### src/rtl/aes_stream_adapter.sv
// Byte-stream adapter around the AES-128 core: packs 16 bytes into a block, starts
// the cipher, waits for its done pulse and serialises the result back out as bytes.
module aes_stream_adapter #(
    parameter int unsigned TIMEOUT = 64
) (
    input  logic         CLK,
    input  logic         reset,
    input  logic [7:0]   s_data,
    input  logic         s_valid,
    output logic         s_ready,
    output logic [127:0] blk_in,
    output logic         blk_start,
    input  logic [127:0] blk_out,
    input  logic         blk_done,
    output logic [7:0]   m_data,
    output logic         m_valid,
    input  logic         m_ready,
    output logic         busy,
    output logic         err_timeout,
    input  logic         clr_err
);

    localparam logic [1:0] S_FILL  = 2'd0;
    localparam logic [1:0] S_START = 2'd1;
    localparam logic [1:0] S_WAIT  = 2'd2;
    localparam logic [1:0] S_DRAIN = 2'd3;

    localparam logic [7:0] TMO_LAST = 8'(TIMEOUT - 1);

    logic [1:0]   state_q, state_d;
    logic [3:0]   cnt_q, cnt_d;
    logic [127:0] blk_in_q, blk_in_d;
    logic [127:0] outbuf_q, outbuf_d;
    logic [7:0]   timer_q, timer_d;
    logic         blk_start_q, blk_start_d;
    logic         err_q, err_d;
    logic         tmo_hit;

    always_comb begin
        state_d     = state_q;
        cnt_d       = cnt_q;
        blk_in_d    = blk_in_q;
        outbuf_d    = outbuf_q;
        timer_d     = timer_q;
        blk_start_d = 1'b0;
        tmo_hit     = 1'b0;

        case (state_q)
            S_FILL: begin
                if (s_valid) begin
                    blk_in_d = {blk_in_q[119:0], s_data};
                    if (cnt_q == 4'd15) begin
                        cnt_d       = '0;
                        state_d     = S_START;
                        // registered start is high exactly while the FSM sits in START
                        blk_start_d = 1'b1;
                    end else begin
                        cnt_d = cnt_q + 4'd1;
                    end
                end
            end
            S_START: begin
                timer_d = '0;
                state_d = S_WAIT;
            end
            S_WAIT: begin
                timer_d = timer_q + 8'd1;
                if (blk_done) begin
                    outbuf_d = blk_out;
                    state_d  = S_DRAIN;
                end else if (timer_q == TMO_LAST) begin
                    tmo_hit = 1'b1;
                    cnt_d   = '0;
                    state_d = S_FILL;
                end
            end
            default: begin
                if (m_ready) begin
                    outbuf_d = {outbuf_q[119:0], 8'h00};
                    if (cnt_q == 4'd15) begin
                        cnt_d   = '0;
                        state_d = S_FILL;
                    end else begin
                        cnt_d = cnt_q + 4'd1;
                    end
                end
            end
        endcase

        // a timeout in the same cycle as clr_err keeps the flag set
        err_d = err_q;
        if (clr_err) err_d = 1'b0;
        if (tmo_hit) err_d = 1'b1;
    end

    always_ff @(posedge CLK or posedge reset) begin
        if (reset) begin
            state_q     <= S_FILL;
            cnt_q       <= '0;
            blk_in_q    <= '0;
            outbuf_q    <= '0;
            timer_q     <= '0;
            blk_start_q <= 1'b0;
            err_q       <= 1'b0;
        end else begin
            state_q     <= state_d;
            cnt_q       <= cnt_d;
            blk_in_q    <= blk_in_d;
            outbuf_q    <= outbuf_d;
            timer_q     <= timer_d;
            blk_start_q <= blk_start_d;
            err_q       <= err_d;
        end
    end

    assign s_ready     = (state_q == S_FILL);
    assign busy        = (state_q != S_FILL);
    assign m_valid     = (state_q == S_DRAIN);
    assign m_data      = (state_q == S_DRAIN) ? outbuf_q[127:120] : 8'h00;
    assign blk_in      = blk_in_q;
    assign blk_start   = blk_start_q;
    assign err_timeout = err_q;

endmodule

### config.mk
export PLATFORM = sky130hd
export DESIGN_NAME = aes_stream_adapter
export DESIGN_NICKNAME = d
export VERILOG_FILES = /design/src/rtl/aes_stream_adapter.sv
export SDC_FILE = /design/constraint.sdc
export NUM_CORES = 1
export LEC_CHECK = 0
export BUFFER_PORTS_ARGS = -buffer_cell sky130_fd_sc_hd__clkbuf_2
export CELL_PAD_IN_SITES_DETAIL_PLACEMENT = 0
export CELL_PAD_IN_SITES_GLOBAL_PLACEMENT = 2
export CORE_MARGIN = 5
export CORE_UTILIZATION = 38
export CTS_CLUSTER_DIAMETER = 200
export CTS_CLUSTER_SIZE = 24
export DETAILED_ROUTE_END_ITERATION = 8
export PLACE_DENSITY = 0.95
export SLEW_MARGIN = 20
export SYNTH_ARGS = -nofsm -noshare
export SYNTH_HDL_FRONTEND = slang
export SYNTH_SLANG_ARGS = --single-unit
### constraint.sdc
create_clock -name CLK -period 12.7 [get_ports CLK]
set_input_delay 1.27 -clock CLK [delete_from_list [all_inputs] [get_ports CLK]]
set_output_delay 1.27 -clock CLK [all_outputs]
set_load 0.005 [all_outputs]
==> flow_metrics.py, run 1 <==
metrics = {
    "detailed_routing": {
        "dr.max_layer_used": "met5",
        "via_count": 7358,
        "drtIter0Drc": 443,
        "drc": 0,
        "met3_length_um": 1640,
        "dr.pass1.iters": 4,
        "wl_um": 25300,
        "wl_met1_um": 11000,
        "wl_per_cell_um": 16.3,
        "wl_met2_um": 11900,
        "via_per_inst": 4.73,
        "drtAntennaViolNets": 0,
    },
    "cells_and_area": {
        "fillers": 2805,
        "n_antenna_cell": 0,
        "area_delta_synth_final_pct": 19.0,
        "drive_gt1_share_pct": 38.5,
        "final_net_count": 1314,
        "finalCoreUtilization_pct": 45.8,
    },
    "sta": {
        "clock_skew_ns": 0.0222,
        "setup_viol": 0,
        "setup_tns_ns": 0,
        "min_period_over_period_pct": 31.2,
        "slew_viol_final": 0,
        "min_period_ns": 3.97,
        "maxSlewHeadroom_pct": 31.9,
        "rsz0062_at_grt": "no",
        "finalHoldViolCount": 0,
        "fmax_ghz": 0.252,
        "worst_slew_pin_slew_ns": 1.02,
    },
    "critical_path": {
        "cp.arrival_ns": 4.30,
        "crit_buf_inv": 4,
        "crit_type": "flip-flop to flip-flop",
        "crit_chain": "inv_1 -> ha_4 -> buf_4 -> nand2b_1 -> a211o_4 -> buf_16 -> buf_4 -> o21ai_0",
        "critPathMaxFanout": 122,
        "crit_path_start_kind": "flip-flop",
        "endpoint_kind": "flip-flop",
        "cp_common_cell": "buf_4",
        "required_ns": 13.03,
        "critical-path-slowest-cell": "buf_4",
        "critical-path-max-stage-delay_ns": 0.82,
        "critical-path-top-delay-family": "buffers and inverters",
    },
    "floorplan": {
        "dieArea_um2": 33600,
        "std_cell_rows": 63,
        "die_h_um": 183,
        "start_util_pct": 38.5,
        "dieWidth_um": 183,
        "core_um2": 29600,
        "ios": 283,
    },
    "power": {
        "powerDensity_nw_per_um2": 227,
        "p_leak_nw": 6.55,
        "ir_drop_mv": 0.108,
    },
    "yosys": {
        "yosys-top-cells-count": "272 x dfrtp_1, 131 x mux2_2, 127 x o21ai_0",
        "postSynthAreaPerCell_um2": 12.5,
        "netlist.area_leader.share_pct": 59.6,
        "netlist_instances": 915,
        "synth_fp_nets": 1064,
        "async_reset_ff_share_pct": 100,
        "ys_ff_latch": 272,
        "synth_edf_count": 0,
        "synthesis.area_um2": 11400,
        "synthTopCellsByArea": "dfrtp_1 60%, mux2_2 13%, mux2i_1 11%",
        "yosysTopAreaCell": "dfrtp_1",
        "synth_most_common_cell": "dfrtp_1",
        "ys.flop_type": "dfrtp_1",
        "synth.distinct_cells": 41,
        "yosysSeqAreaShare_pct": 59.6,
        "yosysWarnings": 0,
    },
    "grt": {
        "antenna_found_initial": 1,
        "grt_remaining_overflow": 0,
        "grt.total_usage_pct": 14.8,
        "grt_max_degree": 128,
        "grt_pass1_vias": 7557,
        "grt_first_pass_wirelength_um": 41000,
    },
    "job": {
        "maxCapViolCount": 0,
    },
    "clock_network": {
        "hold_buffers": 0,
        "cts_setup_buffers": 0,
        "cts_resized": 0,
        "insertion_delay_ns": 0.49,
        "numCtsBuffers": 15,
        "clkSinkCount": 272,
        "tritoncts": "done",
        "cts_max_level": 1,
        "cts.path.max_buffers": 3,
        "cts.clk_slew.worst_paths_ns": 0.10,
        "cts_root_buf": "clkbuf_16",
    },
    "worst_hold_path": {
        "holdCritPathClass": "flip-flop to flip-flop",
    },
    "placed_design": {
        "place.gp.congestion": 0.758,
        "port_buffers": 282,
        "dp_hpwl_um": 18000,
    },
    "outcome": {
        "status": "complete, no violations",
    },
}
[cell usage in the layout (no fill, tap or decap), types with 2 or more instances in the layout]
| cell | instances |
|---|---|
| mux2_2 | 131 |
| clkbuf_2 | 282 |
| ha_1 | 6 |
| and2_1 | 8 |
| nor2_1 | 8 |
| mux2i_1 | 120 |
| a21oi_1 | 5 |
| nand2b_1 | 2 |
| a22o_1 | 10 |
| nand2_1 | 124 |
| buf_4 | 6 |
| o21ai_0 | 127 |
| nand3_1 | 6 |
| inv_1 | 10 |
| dfrtp_1 | 272 |
| clkbuf_16 | 15 |
| nor3_1 | 2 |
[through the flow]
| step | instances | hold slack [ns] | area (um^2) | power [mW] | setup WS, ns |
|---|---|---|---|---|---|
| CTS | 1554 | 0.483 | 13600 | 3.13 | 8.46 |
| global placement | 1537 | 0.458 | 13200 | 2.58 | 8.56 |
| finish | 1555 | 0.477 | 13600 | 3.08 | 8.73 |
| detailed placement | 1537 | 0.463 | 13200 | 2.63 | 8.48 |
| global route | 1555 | 0.498 | 13600 | 3.33 | 8.31 |
| floorplan | 915 | 0.442 | 11400 | 2.20 | 3.93 |
[sequential cells by signal, summed over array words and instances, names as in the netlist]
signal and count:
cnt_q 4, state_q 2, outbuf_q 128, blk_in 128, err_timeout 1, blk_start 1, timer_q 8
[path summary, 6_finish.rpt]
| kind | startpoint | to | slack (ns) | cells past startpoint |
|---|---|---|---|---|
| max | state_q[0] | outbuf_q[64] | 8.73 | 8 |
| max in group asynchronous | reset | outbuf_q[123] | 9.65 | 4 |
| min reg2reg | outbuf_q[123] | outbuf_q[123] | 0.48 | 2 |
| min | outbuf_q[123] | outbuf_q[123] | 0.48 | 2 |
| min in group asynchronous | reset | blk_in[4] | 0.87 | 2 |
| max reg2reg | state_q[0] | outbuf_q[64] | 8.73 | 8 |
[final cells by class]
class                      count  area, um^2  area share (%)
clock buffer                  15         375            2.76
clock inverter                 2        25.0           0.184
inverter                      11        48.8           0.359
multi-input combinational    575        4340            32.0
sequential                   272        6810            50.1
tap                          390         488            3.59
timing repair buffer         290        1500            11.0
[logic make-up after synthesis]
group	share of synthesized area (%)
AOI/OAI and AO/OA	7.60
xor gates and xnor gates	0.154
adders and majority gates	0.767
buffers and inverters	2.55
DFF	59.6
muxes	23.4
and+or+nand+nor	5.84
[worst register-to-register path: stages, from the launching register on]
cell,delay [ns]
dfrtp_1,0.44
inv_1,0.15
ha_4,0.34
buf_4,0.81
nand2b_1,0.23
a211o_4,0.39
buf_16,0.31
buf_4,0.84
o21ai_0,0.29
[layer usage]
layer,GRT usage [%],vias up
li1,-,3677
met1,20.0,3468
met2,23.9,169
met3,3.73,42
met4,4.05,2
met5,0,-
[power by group]
group	internal [mW]	switching, mW	total (mW)
Combinational	0.582	0.586	1.17
Clock	0.218	0.277	0.495
Sequential	1.21	0.212	1.42
No activity file was read; power rests on OpenSTA's default activity.
==> run 2: changes to the inputs <==
Settings changed: CORE_UTILIZATION 38 to 31, PLACE_DENSITY 0.95 to 0.85.
Clock period 12.7 ns to 3.54 ns, I/O delays scaled along.
==> run 2 against run 1 <==
Compared with the run above:
- sequential share of layout area down 0.65 points
- first-iteration DRC count down 39%
- final cell count rose by 5.4%
- clock power grew to 3.6 times the previous value
- critical path depth fell by 1
- worst hold slack worse by 0.43 ns
- critical path type unchanged
- critical endpoint is now state_q[1]
==> flow_metrics.py, run 2 (synthesis gave the netlist of run 1 again) <==
metrics = {
    "floorplan": {
        "std_cell_rows": 70,
        "ios": 283,
        "dieArea_um2": 40800,
        "dieWidth_um": 202,
        "die_h_um": 202,
        "start_util_pct": 31.3,
        "core_um2": 36500,
    },
    "grt": {
        "grt.total_usage_pct": 13.0,
        "grt_max_degree": 129,
        "grt_remaining_overflow": 0,
        "grt_first_pass_wirelength_um": 43700,
        "antenna_found_initial": 1,
        "grt_pass1_vias": 7751,
    },
    "critical_path": {
        "cp_common_cell": "inv_1",
        "critPathMaxFanout": 59,
        "crit_type": "flip-flop to flip-flop",
        "endpoint_kind": "flip-flop",
        "critical-path-slowest-cell": "buf_4",
        "crit_path_start_kind": "flip-flop",
        "critical-path-max-stage-delay_ns": 0.72,
        "crit_chain": "inv_1 -> ha_4 -> buf_4 -> inv_1 -> nor2_1 -> a221oi_2 -> mux2_2",
        "cp.arrival_ns": 2.71,
        "required_ns": 3.93,
    },
    "clock_network": {
        "cts.path.max_buffers": 3,
        "cts.clk_slew.worst_paths_ns": 0.10,
        "cts_max_level": 1,
        "clkSinkCount": 272,
        "tritoncts": "done",
        "cts_root_buf": "clkbuf_16",
        "cts_setup_buffers": 0,
        "numCtsBuffers": 15,
        "insertion_delay_ns": 0.50,
    },
    "cells_and_area": {
        "fillers": 3621,
        "final_cell_mix": "282 x clkbuf_2, 272 x dfrtp_1, 131 x mux2_2",
        "drive_gt1_share_pct": 38.8,
        "final_net_count": 1321,
        "area_delta_synth_final_pct": 20.6,
        "layout_commonest_cell": "clkbuf_2",
        "final_cells": 1639,
        "n_antenna_cell": 0,
    },
    "placed_design": {
        "dp_cells": 1622,
        "place.gp.congestion": 0.765,
        "port_buffers": 282,
        "dp_hpwl_um": 19500,
    },
    "sta": {
        "setup_viol": 0,
        "fmax_ghz": 0.431,
        "slew_viol_final": 0,
        "clock_skew_ns": 0.0187,
        "min_period_ns": 2.32,
        "maxSlewHeadroom_pct": 34.9,
        "min_period_over_period_pct": 65.5,
        "worst_slew_pin_slew_ns": 0.977,
        "finalHoldViolCount": 0,
        "rsz0062_at_grt": "no",
    },
    "power": {
        "swShare_pct": 35.3,
        "p_int_mw": 7.20,
        "pwr-share-comb_pct": 38.1,
        "power.total_mw": 11.1,
        "power_frac_seq_pct": 45.8,
        "ir_drop_mv": 0.448,
        "p_leak_nw": 6.59,
        "p_sw_mw": 3.93,
        "powerDensity_nw_per_um2": 809,
        "power.share.clock_pct": 16.2,
    },
    "outcome": {
        "status": "complete, no violations",
    },
    "detailed_routing": {
        "drtIter0Drc": 269,
        "wl_per_cell_um": 16.6,
        "via_per_inst": 4.57,
        "via_count": 7493,
        "drtAntennaViolNets": 0,
        "drc": 0,
        "wl_um": 27200,
        "dr.pass1.iters": 4,
    },
    "job": {
        "maxCapViolCount": 0,
    },
    "worst_hold_path": {
        "holdCritPathClass": "primary input to flip-flop",
    },
}
## run 2: cell count changes in the layout (fill, tap and decap cells not counted), sizes merged
cell	delta
inv	-2
dlygate4sd3	+1
clkinvlp	+1
buf	+6
## run 2: path summary, 6_finish.rpt
| path | start | to | slack [ns] | cells past startpoint |
|---|---|---|---|---|
| setup / recovery | state_q[0] | state_q[1] | 1.22 | 7 |
| min in group asynchronous | reset | blk_in[5] | 0.51 | 3 |
| max in group asynchronous | reset | outbuf_q[95] | 2.15 | 4 |
| hold reg to reg | outbuf_q[123] | outbuf_q[123] | 0.48 | 2 |
| setup reg to reg | state_q[0] | state_q[1] | 1.22 | 7 |
| hold / removal | clr_err | err_timeout | 0.05 | 2 |
## run 2: power groups by stage
| stage | logic, mW | clock network, mW | registers, mW |
|---|---|---|---|
| after detailed placement | 4.35 | 0 | 5.18 |
| after CTS | 4.36 | 1.89 | 5.11 |
| after floorplan | 2.86 | 0 | 5.04 |
| after global routing | 4.74 | 1.97 | 5.29 |
| final | 4.24 | 1.80 | 5.09 |
| after global placement | 4.26 | 0 | 5.12 |
## run 2: area by class of cell
type | count | area, um^2 | share of cell area [%]
Sequential cell | 272 | 6810 | 49.5
Multi-Input combinational cell | 575 | 4340 | 31.6
Timing Repair Buffer | 297 | 1590 | 11.5
Tap cell | 468 | 586 | 4.25
Clock buffer | 15 | 375 | 2.73
Inverter | 11 | 45.0 | 0.327
Clock inverter | 1 | 16.3 | 0.118
## run 2: worst max-delay path, delay by kind of cell (launching register included)
kind	cells	cell delay, ns
multiplexers	1	0.28
flip-flops	1	0.44
AND/OR/NAND/NOR	1	0.19
buffers and inverters	3	1.04
AO/OA/AOI/OAI	1	0.09
adder cells (fa/ha/maj)	1	0.17
## run 2: timing repair
| item | 4_1_cts | 5_1_grt |
|---|---|---|
| hold buffers | 1 | 0 |
| gates resized for setup | 0 | 0 |
| setup endpoints to repair | 0 | 0 |
| hold endpoints to repair | 24 | 0 |
## run 2: per-layer routing
metal | up-vias | global-route usage [%] | share of wire, %
met3 | 37 | 3.06 | 5.6
met1 | 3592 | 17.3 | 45
met2 | 171 | 21.4 | 47
met5 | - | 0 | 0.048
met4 | 2 | 3.71 | 2.9
li1 | 3691 | - | -
## run 2: through the flow
stage | setup TNS (ns) | instance area [um^2] | hold slack, ns | utilization, % | worst slack (ns)
final | 0 | 13800 | 0.0507 | 37.7 | 1.22
after global routing | 0 | 13800 | 0.0392 | 37.7 | 1.03
after CTS | 0 | 13800 | 0.0214 | 37.7 | 1.17
after detailed placement | 0 | 13400 | 0.468 | 36.6 | 1.20
after global placement | 0 | 13400 | 0.457 | 36.6 | 1.23
after floorplan | -111.36 | 11400 | 0.442 | - | -0.409
==> run 3: changes to the inputs <==
Clock period 3.54 ns to 1.9 ns, I/O delays scaled along.
==> run 3 against run 2 <==
Compared with the run above:
- the flow now finishes with violations (setup timing)
- count of clock-buffer cells in the layout unchanged
- wire length increased by 12%
- power increased by 98%
- critical path type unchanged
- highest routed layer is now met4
==> flow_metrics.py, run 3 (synthesis gave the netlist of run 1 again) <==
metrics = {
    "outcome": {
        "status": "complete, but fails checks",
        "violations": "setup timing",
    },
    "worst_hold_path": {
        "holdCritPathClass": "primary input to flip-flop",
    },
    "floorplan": {
        "core_um2": 36500,
        "die_h_um": 202,
        "ios": 283,
        "dieArea_um2": 40800,
        "std_cell_rows": 70,
        "dieWidth_um": 202,
        "start_util_pct": 31.3,
    },
    "sta": {
        "setup_tns_ns": -0.0257,
        "slew_viol_final": 0,
        "setup_viol": 3,
        "min_period_ns": 1.92,
        "worst_slew_pin_slew_ns": 0.427,
        "fmax_ghz": 0.522,
        "worst_slack_ns": -0.0169,
        "maxSlewHeadroom_pct": 71.6,
        "finalHoldViolCount": 0,
        "min_period_over_period_pct": 101,
        "whs_ns": 0.0103,
        "clock_skew_ns": 0.0250,
        "rsz0062_at_grt": "yes",
    },
    "detailed_routing": {
        "wl_um": 30400,
        "drc": 0,
        "wl_per_cell_um": 16.9,
        "dr.pass1.iters": 4,
        "via_count": 8163,
        "drtIter0Drc": 302,
        "via_per_inst": 4.55,
        "drtAntennaViolNets": 0,
    },
    "critical_path": {
        "required_ns": 2.30,
        "cp.arrival_ns": 2.31,
        "reg2reg_to": "state_q[1]",
        "reg2reg_setup_slack_ns": -0.02,
        "r2r_cells": 5,
        "crit_path_start_kind": "flip-flop",
        "endpoint_kind": "flip-flop",
        "crit_end": "state_q[1]",
        "critPathMaxFanout": 4,
        "crit_type": "flip-flop to flip-flop",
        "setup.worst_path.start": "timer_q[1]",
        "timing.rr.start": "timer_q[1]",
    },
    "cells_and_area": {
        "layout_commonest_cell": "clkbuf_2",
        "finalCoreUtilization_pct": 42.3,
        "drive_gt1_share_pct": 37.4,
        "area_delta_synth_final_pct": 35.3,
        "final_cell_mix": "282 x clkbuf_2, 272 x dfrtp_1, 130 x mux2_2",
        "final_net_count": 1475,
        "final_cells": 1794,
        "fin_area_um2": 15400,
    },
    "power": {
        "ir_drop_mv": 0.703,
        "power.total_mw": 22.0,
        "powerDensity_nw_per_um2": 1430,
        "p_leak_nw": 7.33,
    },
    "grt": {
        "grt_max_degree": 135,
        "antenna_found_initial": 1,
        "grt_first_pass_wirelength_um": 46700,
        "grt_remaining_overflow": 0,
        "grt.total_usage_pct": 13.8,
        "grt_pass1_vias": 8417,
    },
    "clock_network": {
        "cts_root_buf": "clkbuf_16",
        "cts_max_level": 1,
        "insertion_delay_ns": 0.50,
        "cts.clk_slew.worst_paths_ns": 0.10,
        "tritoncts": "done",
        "clkSinkCount": 272,
        "cts.path.max_buffers": 3,
        "numCtsBuffers": 15,
    },
    "placed_design": {
        "placed_cell_area_um2": 13600,
        "dp_hpwl_um": 20200,
        "pre_cts_ws_ns": -0.00289,
        "port_buffers": 282,
        "place.gp.congestion": 0.800,
        "dp_cells": 1645,
    },
    "job": {
        "maxCapViolCount": 0,
    },
}
==> run 3: changes by cell type in the layout (fill, tap and decap cells not counted), moves of 3 or more <==
cell,before,now
buf_6,0,6
buf_4,9,26
buf_12,5,10
clkbuf_16,15,18
dlygate4sd3_1,1,121
==> run 3: worst min path at each step <==
stage	startpoint	to	depth (start not counted)	slack, ns
after floorplan	clr_err	err_timeout	1	0.28
after global placement	reset	blk_in[18]	2	0.18
after detailed placement	reset	blk_in[26]	2	0.18
after CTS	blk_out[33]	outbuf_q[33]	3	0.001
after global routing	blk_out[33]	outbuf_q[33]	3	0.002
final	blk_out[101]	outbuf_q[101]	3	0.01
==> run 3: where the power goes <==
group | switching, mW | total, mW | leakage [nW] | internal, mW
Clock | 1.90 | 3.34 | 0.192 | 1.45
Sequential | 1.43 | 9.48 | 3.53 | 8.06
Combinational | 4.49 | 9.20 | 3.61 | 4.71
==> run 3: routing by layer <==
metal | GRT usage, % | up-vias | routed length [um]
met4 | 3.59 | 0 | 660
met2 | 23.5 | 184 | 14700
met1 | 18.2 | 3920 | 13600
met3 | 2.52 | 34 | 1420
met5 | 0 | - | 0
li1 | - | 4025 | -
==> run 3: timing repair <==
item | in CTS | in global routing
hold buffers | 121 | 0
setup endpoints to repair | 2 | 106
gates resized for setup | 1 | 13
cloned | 0 | 9
pin swaps | 1 | 1
buffers inserted | 0 | 2
hold endpoints to repair | 152 | 0
==> run 3: area by class of cell <==
type | instances | area (um^2)
Clock buffer | 15 | 375
Timing Repair Buffer | 450 | 3220
Tap cell | 468 | 586
Inverter | 11 | 45.0
Clock inverter | 1 | 16.3
Antenna cell | 1 | 2.50
Multi-Input combinational cell | 576 | 4400
Sequential cell | 272 | 6810
Fill cell | 3502 | 21100
==> run 3: worst max-delay path, stage by stage (launching register included) <==
cell      delay (ns)
dfrtp_1         0.37
ha_2            0.20
nand3_2         0.07
or4_4           0.47
a221oi_4        0.34
mux2_2          0.37
